--- config.mk ---
export PLATFORM = sky130hd
export DESIGN_NAME = booth_mult4
export DESIGN_NICKNAME = d
export VERILOG_FILES = /design/src/rtl/booth_mult4.sv
export SDC_FILE = /design/constraint.sdc
export NUM_CORES = 1
export LEC_CHECK = 0
export BUFFER_PORTS_ARGS = -buffer_cell sky130_fd_sc_hd__buf_2
export CAP_MARGIN = 20
export CORE_MARGIN = 4
export CORE_UTILIZATION = 58
export CTS_BUF_LIST = sky130_fd_sc_hd__clkbuf_8
export DETAILED_ROUTE_END_ITERATION = 10
export PLACE_DENSITY = 0.9
export RECOVER_POWER = 100
export SLEW_MARGIN = 10
export SYNTH_ARGS = -nofsm -noshare
export SYNTH_HDL_FRONTEND = slang
export SYNTH_SLANG_ARGS = --single-unit
--- constraint.sdc ---
create_clock -name clk -period 2.8 [get_ports clk]
set_input_delay 0.28 -clock clk [delete_from_list [all_inputs] [get_ports clk]]
set_output_delay 0.28 -clock clk [all_outputs]
set_load 0.02 [all_outputs]
--- src/rtl/booth_mult4.sv ---
// Sequential radix-2 Booth multiplier: signed N x N -> 2N product, one
// Booth step per clock while busy, single-cycle done pulse when complete.
module booth_mult4 #(
    parameter int N = 4
) (
    input  logic             clk,
    input  logic             rst,
    input  logic             start,
    input  logic [N-1:0]     a,
    input  logic [N-1:0]     b,
    output logic             busy,
    output logic             done,
    output logic [2*N-1:0]   product
);

    localparam int CW = $clog2(N + 1);

    typedef enum logic [1:0] {
        IDLE = 2'd0,
        CALC = 2'd1,
        DONE = 2'd2
    } state_t;

    state_t         state;
    state_t         state_nxt;

    logic [N:0]     a_reg;
    logic [N:0]     m_reg;
    logic [N-1:0]   q_reg;
    logic           q_1;
    logic [CW-1:0]  count;

    logic [1:0]     booth_sel;
    logic           sub;
    logic           add_en;
    logic [N:0]     addend;
    logic [N:0]     sum;
    logic [N:0]     a_sh;
    logic [N-1:0]   q_sh;
    logic           last;

    // Subtraction reuses the adder: inverted M with the mode bit as carry-in.
    always_comb begin
        booth_sel = {q_reg[0], q_1};
        sub       = (booth_sel == 2'b10);
        add_en    = booth_sel[1] ^ booth_sel[0];
        addend    = sub ? ~m_reg : m_reg;
        sum       = add_en ? (a_reg + addend + (N+1)'(sub)) : a_reg;
        a_sh      = {sum[N], sum[N:1]};
        q_sh      = {sum[0], q_reg[N-1:1]};
        last      = (count == CW'(1));
    end

    always_ff @(posedge clk or posedge rst) begin
        if (rst) begin
            state <= IDLE;
        end else begin
            state <= state_nxt;
        end
    end

    always_comb begin
        state_nxt = state;
        busy      = 1'b0;
        done      = 1'b0;
        case (state)
            IDLE: begin
                if (start) begin
                    state_nxt = CALC;
                end
            end
            CALC: begin
                busy = 1'b1;
                if (last) begin
                    state_nxt = DONE;
                end
            end
            DONE: begin
                done      = 1'b1;
                state_nxt = IDLE;
            end
            default: begin
                state_nxt = IDLE;
            end
        endcase
    end

    always_ff @(posedge clk or posedge rst) begin
        if (rst) begin
            a_reg   <= '0;
            m_reg   <= '0;
            q_reg   <= '0;
            q_1     <= 1'b0;
            count   <= '0;
            product <= '0;
        end else begin
            case (state)
                IDLE: begin
                    if (start) begin
                        a_reg <= '0;
                        m_reg <= {a[N-1], a};
                        q_reg <= b;
                        q_1   <= 1'b0;
                        count <= CW'(N);
                    end
                end
                CALC: begin
                    a_reg <= a_sh;
                    q_reg <= q_sh;
                    q_1   <= q_reg[0];
                    count <= count - CW'(1);
                    if (last) begin
                        product <= {a_sh[N-1:0], q_sh};
                    end
                end
                default: begin
                end
            endcase
        end
    end

endmodule

After elaboration in Yosys (flattened, before gate mapping)
Cells that the tools add are included.

Flip-flop bits (word level): 27.

Add/sub/neg operators: 3. Reductions and logical operators: 6. Bitwise operators: 2. Multiplexer cells: 15. Equal/unequal tests: 6.

Operators with widths (number): two-way mux 5 bit (3); case mux 5 bit (2 select lines) (1); case mux 4 bit (2 select lines) (1); AND reduction 2 bit (4); case mux 3 bit (2 select lines) (1); adder 5 x 1 -> 5 bit (1); adder 5 bit (1); NOT 5 bit (1); == test 2 bit, second input constant (2); two-way mux 2 bit (2); two-way mux 4 bit (1); != test 2 bit, second input constant (2); case mux 2 bit (2 select lines) (1); == test 3 x 1 -> 1 bit, second input constant (1); two-way mux 1 bit (3); two-way mux 3 bit (1); subtractor 3 x 1 -> 3 bit, second input constant (1); == test 2 x 1 -> 1 bit, second input constant (1); logical NOT 2 bit (1); case mux 1 bit (2 select lines) (1); nonzero test 2 bit (1); bitwise XOR 1 bit (1).

Logic depth before layout (Yosys ltp)
Word-level depth: 6. Mapped depth: 8. Mapped depth without buffers: 8.

Worst setup path before layout
No wires, ideal clock.

Path kind: register -> register. From: register q_1. To: register a_reg[2]. Data arrival time: 1.957 ns. Stages on the path, launching flop included: 9. Required time: 2.731 ns. Setup time: 0.069 ns. Setup slack: 0.774 ns. Path buffers: 0. Path through: dfrtp_1 > inv_1 > ha_1 > xor2_1 > ha_1 > a21o_1 > a31o_1 > or4_1 > nand3_1.

Cells in the longest elaborated chain, start to end: 6.

RTL lines: start, declared (line 30) `logic q_1;`; start signal, assigned (line 110) `q_1 <= q_reg[0];`; == test 2 bit (line 45) `sub = (booth_sel == 2'b10);`; two-way mux 5 bit (line 47) `addend = sub ? ~m_reg : m_reg;`; adder 5 bit (line 48) `sum = add_en ? (a_reg + addend + (N+1)'(sub)) : a_reg;`; adder 5 x 1 -> 5 bit (line 48); two-way mux 5 bit * (line 48); case mux 5 bit (2 select lines) * (line 97) `case (state)`; end signal, assigned (line 108) `a_reg <= a_sh;`; end, declared (line 27) `logic [N:0] a_reg;`.

Mark *: on every way between the ends. The rest lies on a longest branch, timed or not. A chain may end at the register's enable or synchronous reset.

Final worst setup path
Ends and elaborated chain as after synthesis.

==> metrics.md <==
| Metric | Value |
|---|---|
| Outcome | `completed` |
| Total wire length | `2.72 mm` |
| List of most frequent post-synthesis cells | `35 x nand2_1, 26 x dfrtp_1, 11 x o21ai_0, 8 x inv_1, 7 x ha_1` |
| Max cap viols | `0` |
| Period utilization | `78.2%` |
| Yosys reg bits | `26` |
| Number of port buffers | `20` |
| Final slew viol count | `0` |
| Via-to-Cell Ratio | `5.36` |
| Hold Fails Final Rpt | `0` |
| CTS clk-pin slew, worst paths | `0.09 ns` |
| Slowest-stage cell, CP | `or4_1` |
| Register area share after synthesis | `48.6%` |
| Worst reg-to-reg path cell count | `8` |
| Worst path cell trace | `inv_1 > ha_1 > xor2_1 > ha_1 > a21o_1 > a31o_1 > or4_1 > nand3_1` |
| Pwr per Cell Area | `1430 nW/um^2` |
| Clock Latency Late Sink | `0.27 ns` |
| Final net count | `185` |
| RSZ-0062 raised after global routing | `false` |
| Largest Register | `product` |
| Drt first pass iters | `4` |
| Die area | `3140 um^2` |
| CTS Root Cell | `clkbuf_8` |
| Hold path startpoint | `a[3]` |
| Core Rows | `17` |
| Ports | `21` |
| Die Width | `56.1 um` |
| Number of DRC markers in iteration 0 | `34` |
| Post-layout minimum cycle time | `2.19 ns` |
| YS warnings | `0` |
| Post-Syn Instances | `143` |
| CTS Buf Count | `3` |
| Crit path largest cell delay | `0.47 ns` |
| Largest net degree at the start of global routing | `27` |
| CTS tree | `built` |
| WHS | `0.194 ns` |
| Fmax | `0.457 GHz` |
| Cell taking the most area after synthesis | `dfrtp_1` |
| CTS Sinks | `26` |
| Setup Crit Path Kind | `flip-flop to flip-flop` |
| Worst Setup End Kind | `flip-flop` |
| Synth Cell Area | `1340 um^2` |
| Vias in the first global route | `1074` |
| Clk_skew | `0.00427 ns` |
| Vias after detailed routing | `1035` |
| GRT Residual Overflow | `0` |
| Post-CTS Setup Inserts | `0` |
| Flip-flop count of the largest register after layout | `8` |
| Reg2reg end | `a_reg[2]` |
| Arr. time, crit path | `2.40 ns` |
| Initial core utilization | `60.6%` |
| Syn-to-layout area delta | `14.1%` |
| Top cell by count, worst path | `ha_1` |
| EDFF count, synth | `0` |
| Post-DRT Antenna Nets | `0` |
| H-tree levels | `1` |
| Global-route wire length before repair | `4.84 mm` |
| Most common cell in the synthesized netlist | `nand2_1` |
| WL/cell | `14.1 um` |
| Syn avg cell area | `9.37 um^2` |
| CP Max Fanout | `4` |
| Area contributors post-synth | `dfrtp_1 49%, nand2_1 9.8%, ha_1 6.5%` |
| Layout cell share with drive strength beyond 1 | `10.9%` |
| Die height | `56.1 um` |
| Remaining DRCs | `0` |
| Antenna violations before repair | `0` |
| Core Area | `2210 um^2` |
| Fraction of registers with async set/reset | `100%` |
| Rel. slew slack | `20.8%` |
| RD Place Congestion | `0.874` |
| Worst Hold Path EP | `m_reg[3]` |
| Flop-to-flop setup slack | `0.61 ns` |
| Final Power | `0.00219 W` |
| WHS Path Cells | `3` |
| VDD IR max | `0.854 mV` |
| Synth cell types | `33` |
| Setup TNS | `0 ns` |
| Final setup violation count | `0` |
| Tot GR Track Use | `19.2%` |
| Worst Hold Class | `input pin to flip-flop` |
| Clk buf depth | `2` |
| R2R Path Start | `q_1` |
| Leakage | `0.754 nW` |
| Worst Max-Slew Pin Slew | `1.19 ns` |
| Critical Path Start Type | `flip-flop` |
| Ant. Diodes | `0` |
| Critical Path RT | `3.01 ns` |
| Top FF cell, synth | `dfrtp_1` |
| Synth top area share | `48.6%` |
| DP HPWL | `2.05 mm` |
| Net Count, Synth | `162` |
-- stage by stage --
step                      cell area [um^2]  setup WS (ns)  std cells  util [%]
after CTS                             1530          0.606        191      69.2
after global placement                1460          0.732        187      66.0
after floorplan                       1340          0.774        143         -
after global routing                  1530          0.498        193      69.1
final                                 1530          0.611        193      69.1
after detailed placement              1460          0.624        187      66.0
-- timing repair --
item	4_1_cts	5_1_grt
hold buffers	0	1
gates resized for setup	0	0
hold endpoints to repair	0	4
-- cells by family after synthesis --
family                   share of synthesized area [%]
buffers and inverters                             4.20
XOR/XNOR                                          3.27
AND/OR/NAND/NOR                                   20.7
multiplexers                                      4.29
flip-flops                                        48.6
adder cells (fa/ha/maj)                           8.03
AO/OA/AOI/OAI                                     10.9
-- metal layers --
layer / vias to the layer above / share of wire (%) / GRT usage [%]
met3: 2 / 3.7 / 3.48
met2: 21 / 52 / 34.4
met4: 0 / 0.81 / 4.07
met5: - / 0 / 0
li1: 522 / - / -
met1: 490 / 43 / 24.1
-- critical path, delay by kind of cell (launching register included) --
| family | cells | cell delay (ns) |
|---|---|---|
| xor+xnor | 1 | 0.22 |
| fa+ha+maj | 2 | 0.51 |
| simple gates | 2 | 0.57 |
| buf+inv | 1 | 0.05 |
| compound gates | 2 | 0.39 |
| flops | 1 | 0.38 |
-- report_power, final --
part           internal, W  leakage (nW)  switching (W)  total (W)
combinational     0.000465         0.403       0.000705    0.00117
sequential        0.000565         0.315       0.000144   0.000709
clock             0.000191        0.0357       0.000118   0.000310
-- worst max path at each step --
stage,from,to,slack [ns],depth (start not counted)
finish,q_1,a_reg[2],0.61,8
CTS,q_1,a_reg[2],0.61,8
global placement,q_1,a_reg[2],0.73,8
detailed placement,q_1,a_reg[2],0.62,8
floorplan,q_1,a_reg[2],0.77,8
global route,q_reg[0],product[7],0.50,7
-- layout make-up --
| cell class | instances | area (um^2) |
|---|---|---|
| timing repair buffer | 23 | 109 |
| multi-input combinational | 103 | 629 |
| sequential | 26 | 651 |
| fill | 187 | 683 |
| inverter | 9 | 33.8 |
| clock inverter | 1 | 30.0 |
| tap | 28 | 35.0 |
| clock buffer | 3 | 41.3 |
-- cells in the final DEF (no fill, tap or decap), types with 3 or more instances in the layout --
cell type  Yosys  final
clkbuf_8       0      3
nor2b_1        4      4
a31oi_1        3      3
nand3_1        6      6
dfrtp_1       26     26
ha_1           7      7
a21oi_1        4      4
nand2_1       35     35
nor2_1         6      6
xor2_1         3      3
buf_2          0     10
clkbuf_1       4     11
o21ai_0       11     12
inv_1          8      9
(Power assumes the default switching activity.)
